$ cat src/rtl/sipo_pkg.sv
// rtl/sipo_pkg.sv - shared state type and frame-length helper for the sipo receiver
// SIPO_PARITY_EN adds one trailing parity bit to every frame.
package sipo_pkg;

    typedef enum logic {
        IDLE  = 1'b0,
        SHIFT = 1'b1
    } state_t;

`ifdef SIPO_PARITY_EN
    localparam int PARITY_BITS = 1;
`else
    localparam int PARITY_BITS = 0;
`endif

    // Serial samples taken per frame after the start pulse.
    function automatic int frame_len(input int width);
        return width + PARITY_BITS;
    endfunction

endpackage

$ cat src/rtl/sipo_bit_counter.sv
// rtl/sipo_bit_counter.sv - saturating sample counter with clear, enable and terminal-count flag
module sipo_bit_counter #(
    parameter int SEL = 4,
    parameter int TC  = 7
) (
    input  logic i_clock,
    input  logic i_reset,
    input  logic i_clear,
    input  logic i_enable,
    output logic o_tc
);
    localparam logic [SEL-1:0] TC_VAL = SEL'(TC);

    logic [SEL-1:0] r_count;
    logic           w_tc;

    assign w_tc = (r_count == TC_VAL);
    assign o_tc = w_tc;

    // Holds at the terminal count rather than wrapping.
    always_ff @(posedge i_clock) begin
        if (i_reset || i_clear) begin
            r_count <= '0;
        end else if (i_enable && !w_tc) begin
            r_count <= r_count + SEL'(1);
        end
    end

endmodule

$ cat src/rtl/sipo.sv
// rtl/sipo.sv - serial-in parallel-out receiver with valid/ready output and sticky overrun
// SIPO_PARITY_EN enables a trailing even-parity bit and the o_parity_err output.
module sipo
    import sipo_pkg::*;
#(
    parameter int WIDTH = 8,
    parameter int SEL   = 4
) (
    input  logic             i_clock,
    input  logic             i_reset,
    input  logic             i_start,
    input  logic             i_ser_in,
    input  logic             i_out_ready,
    output logic [WIDTH-1:0] o_par_out,
    output logic             o_out_valid,
    output logic             o_busy,
`ifdef SIPO_PARITY_EN
    output logic             o_parity_err,
`endif
    output logic             o_overrun
);
    localparam int FRAME_LEN = frame_len(WIDTH);

    state_t               r_state;
    state_t               w_next_state;
    logic                 w_tc;
    logic                 w_in_shift;
    logic                 w_transfer;
    logic                 w_accept;
    logic [FRAME_LEN-2:0] r_shift;
    logic [FRAME_LEN-1:0] w_frame;
    logic [WIDTH-1:0]     r_par_out;
    logic                 r_out_valid;
    logic                 r_overrun;

    assign w_in_shift = (r_state == SHIFT);
    // A start coinciding with the final sample aborts the frame instead of completing it.
    assign w_transfer = w_in_shift && w_tc && !i_start;
    assign w_accept   = !r_out_valid || i_out_ready;
    // The final sample joins the stored ones directly, so the word is complete on that edge.
    assign w_frame    = {i_ser_in, r_shift};

    sipo_bit_counter #(
        .SEL(SEL),
        .TC (FRAME_LEN - 1)
    ) u_bit_counter (
        .i_clock (i_clock),
        .i_reset (i_reset),
        .i_clear (i_start || w_transfer),
        .i_enable(w_in_shift),
        .o_tc    (w_tc)
    );

    always_ff @(posedge i_clock) begin
        if (i_reset) begin
            r_state <= IDLE;
        end else begin
            r_state <= w_next_state;
        end
    end

    always_comb begin
        w_next_state = r_state;
        if (i_start) begin
            w_next_state = SHIFT;
        end else if (w_in_shift && w_tc) begin
            w_next_state = IDLE;
        end
    end

    always_comb begin
        o_busy = w_in_shift;
    end

    always_ff @(posedge i_clock) begin
        if (i_reset || i_start) begin
            r_shift <= '0;
        end else if (w_in_shift) begin
            r_shift <= w_frame[FRAME_LEN-1:1];
        end
    end

    always_ff @(posedge i_clock) begin
        if (i_reset) begin
            r_par_out   <= '0;
            r_out_valid <= 1'b0;
            r_overrun   <= 1'b0;
        end else if (w_transfer && w_accept) begin
            r_par_out   <= w_frame[WIDTH-1:0];
            r_out_valid <= 1'b1;
        end else begin
            if (w_transfer) begin
                r_overrun <= 1'b1;
            end
            if (r_out_valid && i_out_ready) begin
                r_out_valid <= 1'b0;
            end
        end
    end

`ifdef SIPO_PARITY_EN
    logic r_parity_err;

    always_ff @(posedge i_clock) begin
        if (i_reset) begin
            r_parity_err <= 1'b0;
        end else if (w_transfer && w_accept) begin
            r_parity_err <= ^w_frame;
        end
    end

    assign o_parity_err = r_parity_err;
`endif

    assign o_par_out   = r_par_out;
    assign o_out_valid = r_out_valid;
    assign o_overrun   = r_overrun;

endmodule

$ cat config.mk
export PLATFORM = sky130hd
export DESIGN_NAME = sipo
export DESIGN_NICKNAME = d
export VERILOG_FILES = /design/src/rtl/sipo_pkg.sv /design/src/rtl/sipo_bit_counter.sv /design/src/rtl/sipo.sv
export SDC_FILE = /design/constraint.sdc
export NUM_CORES = 1
export LEC_CHECK = 0
export ABC_AREA = 1
export ABC_CLOCK_PERIOD_IN_PS = 2050
export CELL_PAD_IN_SITES_DETAIL_PLACEMENT = 1
export CELL_PAD_IN_SITES_GLOBAL_PLACEMENT = 2
export CORE_ASPECT_RATIO = 0.75
export CORE_MARGIN = 2
export CORE_UTILIZATION = 30
export DETAILED_ROUTE_END_ITERATION = 16
export GPL_TIMING_DRIVEN = 0
export PLACE_DENSITY_LB_ADDON = 0.1
export SLEW_MARGIN = 15
export SYNTH_ARGS = -nofsm -noshare
export SYNTH_HDL_FRONTEND = slang
export SYNTH_SLANG_ARGS = --single-unit
$ cat constraint.sdc
create_clock -name i_clock -period 2.05 [get_ports i_clock]
set_input_delay 0.41 -clock i_clock [delete_from_list [all_inputs] [get_ports i_clock]]
set_output_delay 0.41 -clock i_clock [all_outputs]
set_load 0.1 [all_outputs]
-- Word-level counts from Yosys, hierarchy flattened
Cells that the tools add are included.
- register bits: 22
- bits of input ports: 5
- output and inout bits: 11
- word-level logic and storage cells: 28
- add/sub/neg operators: 1
- equal/unequal tests: 1
- multiplexer cells: 4
- bitwise operators: 1
- reductions and logical operators: 15
- operators by type and width (cell ; number):
    $logic_and 1x1->1 ; 5
    $add 4x1->4 const B ; 1
    $eq 4x3->1 const B ; 1
    $logic_or 1x1->1 ; 4
    $mux 1 ; 4
    $reduce_bool 2->1 ; 2
    $logic_not 1->1 ; 3
    $reduce_and 2->1 ; 1
    $not 1->1 ; 1

-- Depth between registers and ports, before layout
- word-level depth: 6
- depth in mapped cells: 8
- mapped depth without buffers: 7

-- By module
A second synthesis with hierarchy kept.
- cell total of the unflattened synthesis: 120
- area total of the unflattened synthesis: 890.9 um2
- modules (own cells, without submodules) (module ; times used ; cells each ; area each (um2) ; seq. area each (um2)):
    sipo ; 1 ; 90 ; 686.9 ; 360.3
    sipo_bit_counter ; 1 ; 30 ; 203.9 ; 80.1

-- Worst setup path before layout
No wires, ideal clock.
- path kind: register to register
- from: reg r_state, in the netlist o_busy
- to: reg u_bit_counter.r_count[2]
- setup time: 0.115 ns
- data arrival time: 1.766 ns
- data required time: 1.935 ns
- slack: 0.169 ns
- cell stages (with the launch flop): 6
- buffers on the path: 0
- clock period less this slack: 1.881 ns
- cell sequence: dfxtp_1 -> inv_1 -> nor2_1 -> inv_1 -> o21bai_1 -> nor2_1
- longest elaborated chain between the ends: 4
- elaborated cells between the ends (all ways): 5
- classes of those cells: 5 x reduce/logical
- RTL lines (what ; line ; RTL):
    start: declaration ; sipo.sv:24 ; state_t r_state;
    start signal: assignment ; sipo.sv:58 ; r_state <= w_next_state;
    $logic_and 1x1->1 (2 in series) ; sipo.sv:38 ; assign w_transfer = w_in_shift && w_tc && !i_start;
    $logic_or 1x1->1 ; sipo.sv:49 ; .i_clear (i_start || w_transfer),
    $logic_or 1x1->1 ; sipo_bit_counter.sv:22 ; if (i_reset || i_clear) begin
    end signal: assignment ; sipo_bit_counter.sv:25 ; r_count <= r_count + SEL'(1);
    end: declaration ; sipo_bit_counter.sv:14 ; logic [SEL-1:0] r_count;
Parallel ways exist; a longest one is shown, timed or not.
A chain may end at the register's enable or synchronous reset.

-- Final worst setup path
- from: reg r_par_out[1], in the netlist o_par_out[1]
- to: out o_par_out[1]
- RTL lines (what ; line ; RTL):
    start: declaration ; sipo.sv:32 ; logic [WIDTH-1:0] r_par_out;
    start signal: assignment ; sipo.sv:89 ; r_par_out <= w_frame[WIDTH-1:0];
    end: declaration ; sipo.sv:14 ; output logic [WIDTH-1:0] o_par_out,
No word-level cell between the ends.

==> reports/metrics.cfg <==
[clock_tree]
cts_max_level = 1
clkSinkCount = 22
cts_hold_buf = 0
cts_buffers = 3
cts_buffer_depth = 2
cts_tree = yes
cts_setup_buffers = 0
clock-root-buffer = clkbuf_8
path_clk_slew_ps = 80
clock_latency_ps = 260

[power_and_ir_drop]
leakagePower_nw = 0.5437
power_density_nw_per_um2 = 680.8
peakVddDrop_mv = 0.3275
power.total_mw = 0.7590

[synth]
synth_top_area_cell = dfxtp_1
syn-instance-count = 121
ys_warn_count = 0
synth-seq-cells = 22
syn_nets = 127
synth.distinct_cells = 16
avgSynthCellArea_um2 = 7.383
synth_area_um2 = 893.4
synth_top_area_share_pct = 49.30
ys_top_cells_by_area = dfxtp_1, nand2_1, nor2_1
yosysSeqAreaShare_pct = 49.30

[run]
max_cap_violations = 0

[grt]
track_usage_pct = 14.11
first_global_vias = 747
overflow = 0
grt_pass1_wl_mm = 3.505
grt_max_degree = 12
antenna_found_initial = 0

[route]
postRouteAntennaNets = 0
drc_errors = 0
routedWlPerCell_um = 11.18
viasPerCell = 4.390
drt_first_pass_iters = 3
num_vias = 777
routed_wl_mm = 1.979
drtIter0Drc = 35

[status]
status = completed

[finish]
postLayoutCoreUtil_pct = 38.54
num_antenna_cells = 0
finalNetCount = 147
drive_above_1_share_pct = 7.194
syn2layout_area_growth_pct = 24.79
stdcell_count = 177

[sta]
fin_crit_sh_pct = 91.22
drv_slew = 0
finClkSkew_ps = 3.447
min_period_ps = 1870
finalSetupTns_ps = 0
slew_headroom_pct = 36.42
rsz0062_at_grt = false
tightest_slew_ps = 957.6
setup_viol = 0
max_freq_mhz = 534.8
hold_viol_final = 0

[min_path]
min_path_cells = 2
min_from = o_overrun
hold_path_end = o_overrun
hold_path.class = reg -> reg

[setup_path]
arrival_ps = 1460
reg2reg_from = u_bit_counter.r_count[0]
crit_path_start = o_par_out[1]
worstPathCellList = dlygate4sd2_1
timing.critical_path.slowest_stage_cell = dlygate4sd2_1
r2r_cells = 7
cp.required_ps = 1640
cp-start-kind = register
crit_family = buffers and inverters
cp_max_fo = 2
end_kind = primary output
worst_path_largest_cell_delay_ps = 860
cp_num_buf_inv = 1
rrSetupSlack_ps = 590
critical_path_class = reg -> out
regToRegEndpoint = o_par_out[3]

[floorplan]
initial_utilization_pct = 30.88
fp.coreArea_um2 = 2893
io_pins = 16
die_area_um2 = 3435
row_count = 17
die_h_um = 51.26
die_x_um = 67.01

[placement]
hpwlAfterDp_mm = 1.435
portBuffers = 15
dp.cells = 174
gp_congestion = 0.7129

## worst reg2reg max path, delay by kind of cell, from the launching register on
| kind | cells | cell delay (ps) |
|---|---|---|
| simple gates | 5 | 560 |
| flops | 1 | 400 |
| fa+ha+maj | 1 | 210 |
| buf+inv | 1 | 200 |
## cells in the mapped netlist
library cell   n
dfxtp_1       22
o21ai_0        2
ha_1           1
buf_2          1
buf_6          1
nand4_4        1
nand4_1        2
o21bai_1       1
nand2_1       34
nand3_1        1
nor2_1        20
a21oi_1       13
inv_1         18
nor2_4         1
xnor2_1        1
nand2_2        2
## cell families after synthesis
family                     count (synthesis)  share of synthesized area [%]
AOI/OAI and AO/OA                         16                          9.244
xor gates and xnor gates                   1                         0.9806
adders and majority gates                  1                          1.400
buffers and inverters                     20                          9.383
DFF                                       22                          49.30
and+or+nand+nor                           61                          29.69
## cell type report
cell class,count,area [um^2]
clock buffer,3,41.29
multi-input combinational,79,369.1
timing repair buffer,15,132.6
buffer,2,16.27
sequential,22,440.4
fill,375,1778
inverter,18,67.56
tap,38,47.55
## layer usage
metal | track usage, % | up-vias | wire [um]
met3 | 4.846 | 4 | 110
li1 | - | 406 | -
met1 | 18.70 | 352 | 1020
met5 | 0 | - | 0
met2 | 20.63 | 15 | 812
met4 | 6.122 | 0 | 35
## layout by cell type (no fill, tap or decap), drive strengths merged
| master | synthesis | layout |
|---|---|---|
| nand2 | 36 | 36 |
| buf | 2 | 2 |
| inv | 18 | 18 |
| clkdlybuf4s50 | 0 | 4 |
| clkbuf | 0 | 4 |
| nor2 | 21 | 21 |
| nand3 | 1 | 1 |
| dfxtp | 22 | 22 |
| o21bai | 1 | 1 |
| o21ai | 2 | 2 |
| xnor2 | 1 | 1 |
| ha | 1 | 1 |
| nand4 | 3 | 3 |
| dlygate4sd2 | 0 | 10 |
| a21oi | 13 | 13 |
## repair_timing
item | CTS | global route
resized for setup | 12 | 1
endpoints found under the setup margin | 11 | 1
gates cloned | 0 | 0
## worst max-delay path by stage
stage | to | slack [ps] | cells past startpoint
4_1_cts | o_busy | 20 | 1
6_report | o_par_out[1] | 180 | 1
3_3_place_gp | o_busy | 30 | 1
5_1_grt | o_out_valid | 120 | 1
2_1_floorplan | u_bit_counter.r_count[2] | 170 | 5
3_5_place_dp | o_busy | 20 | 1
## flip-flops by register name, indices dropped and copies added, names as in the netlist
name	cells
o_out_valid	1
o_busy	1
r_shift	7
u_bit_counter.r_count	4
o_overrun	1
o_par_out	8
## per-stage QoR
stage / setup slack, ps / hold WS [ps] / area (um^2)
after detailed placement: 19.52 / 440.3 / 1091
after global routing: 123.0 / 482.1 / 1115
after global placement: 34.06 / 438.2 / 1091
after CTS: 20.25 / 450.7 / 1120
after floorplan: 168.9 / 441.3 / 893.4
final: 180.1 / 445.1 / 1115
## report_power, final
group          switching [mW]  leakage, nW  internal [mW]  total, mW
sequential            0.00543        0.178          0.432      0.437
combinational          0.0350        0.344         0.0147     0.0496
clock                   0.141       0.0216          0.131      0.272
total                   0.181        0.544          0.578      0.759
Power figures use the tool's default switching activity.
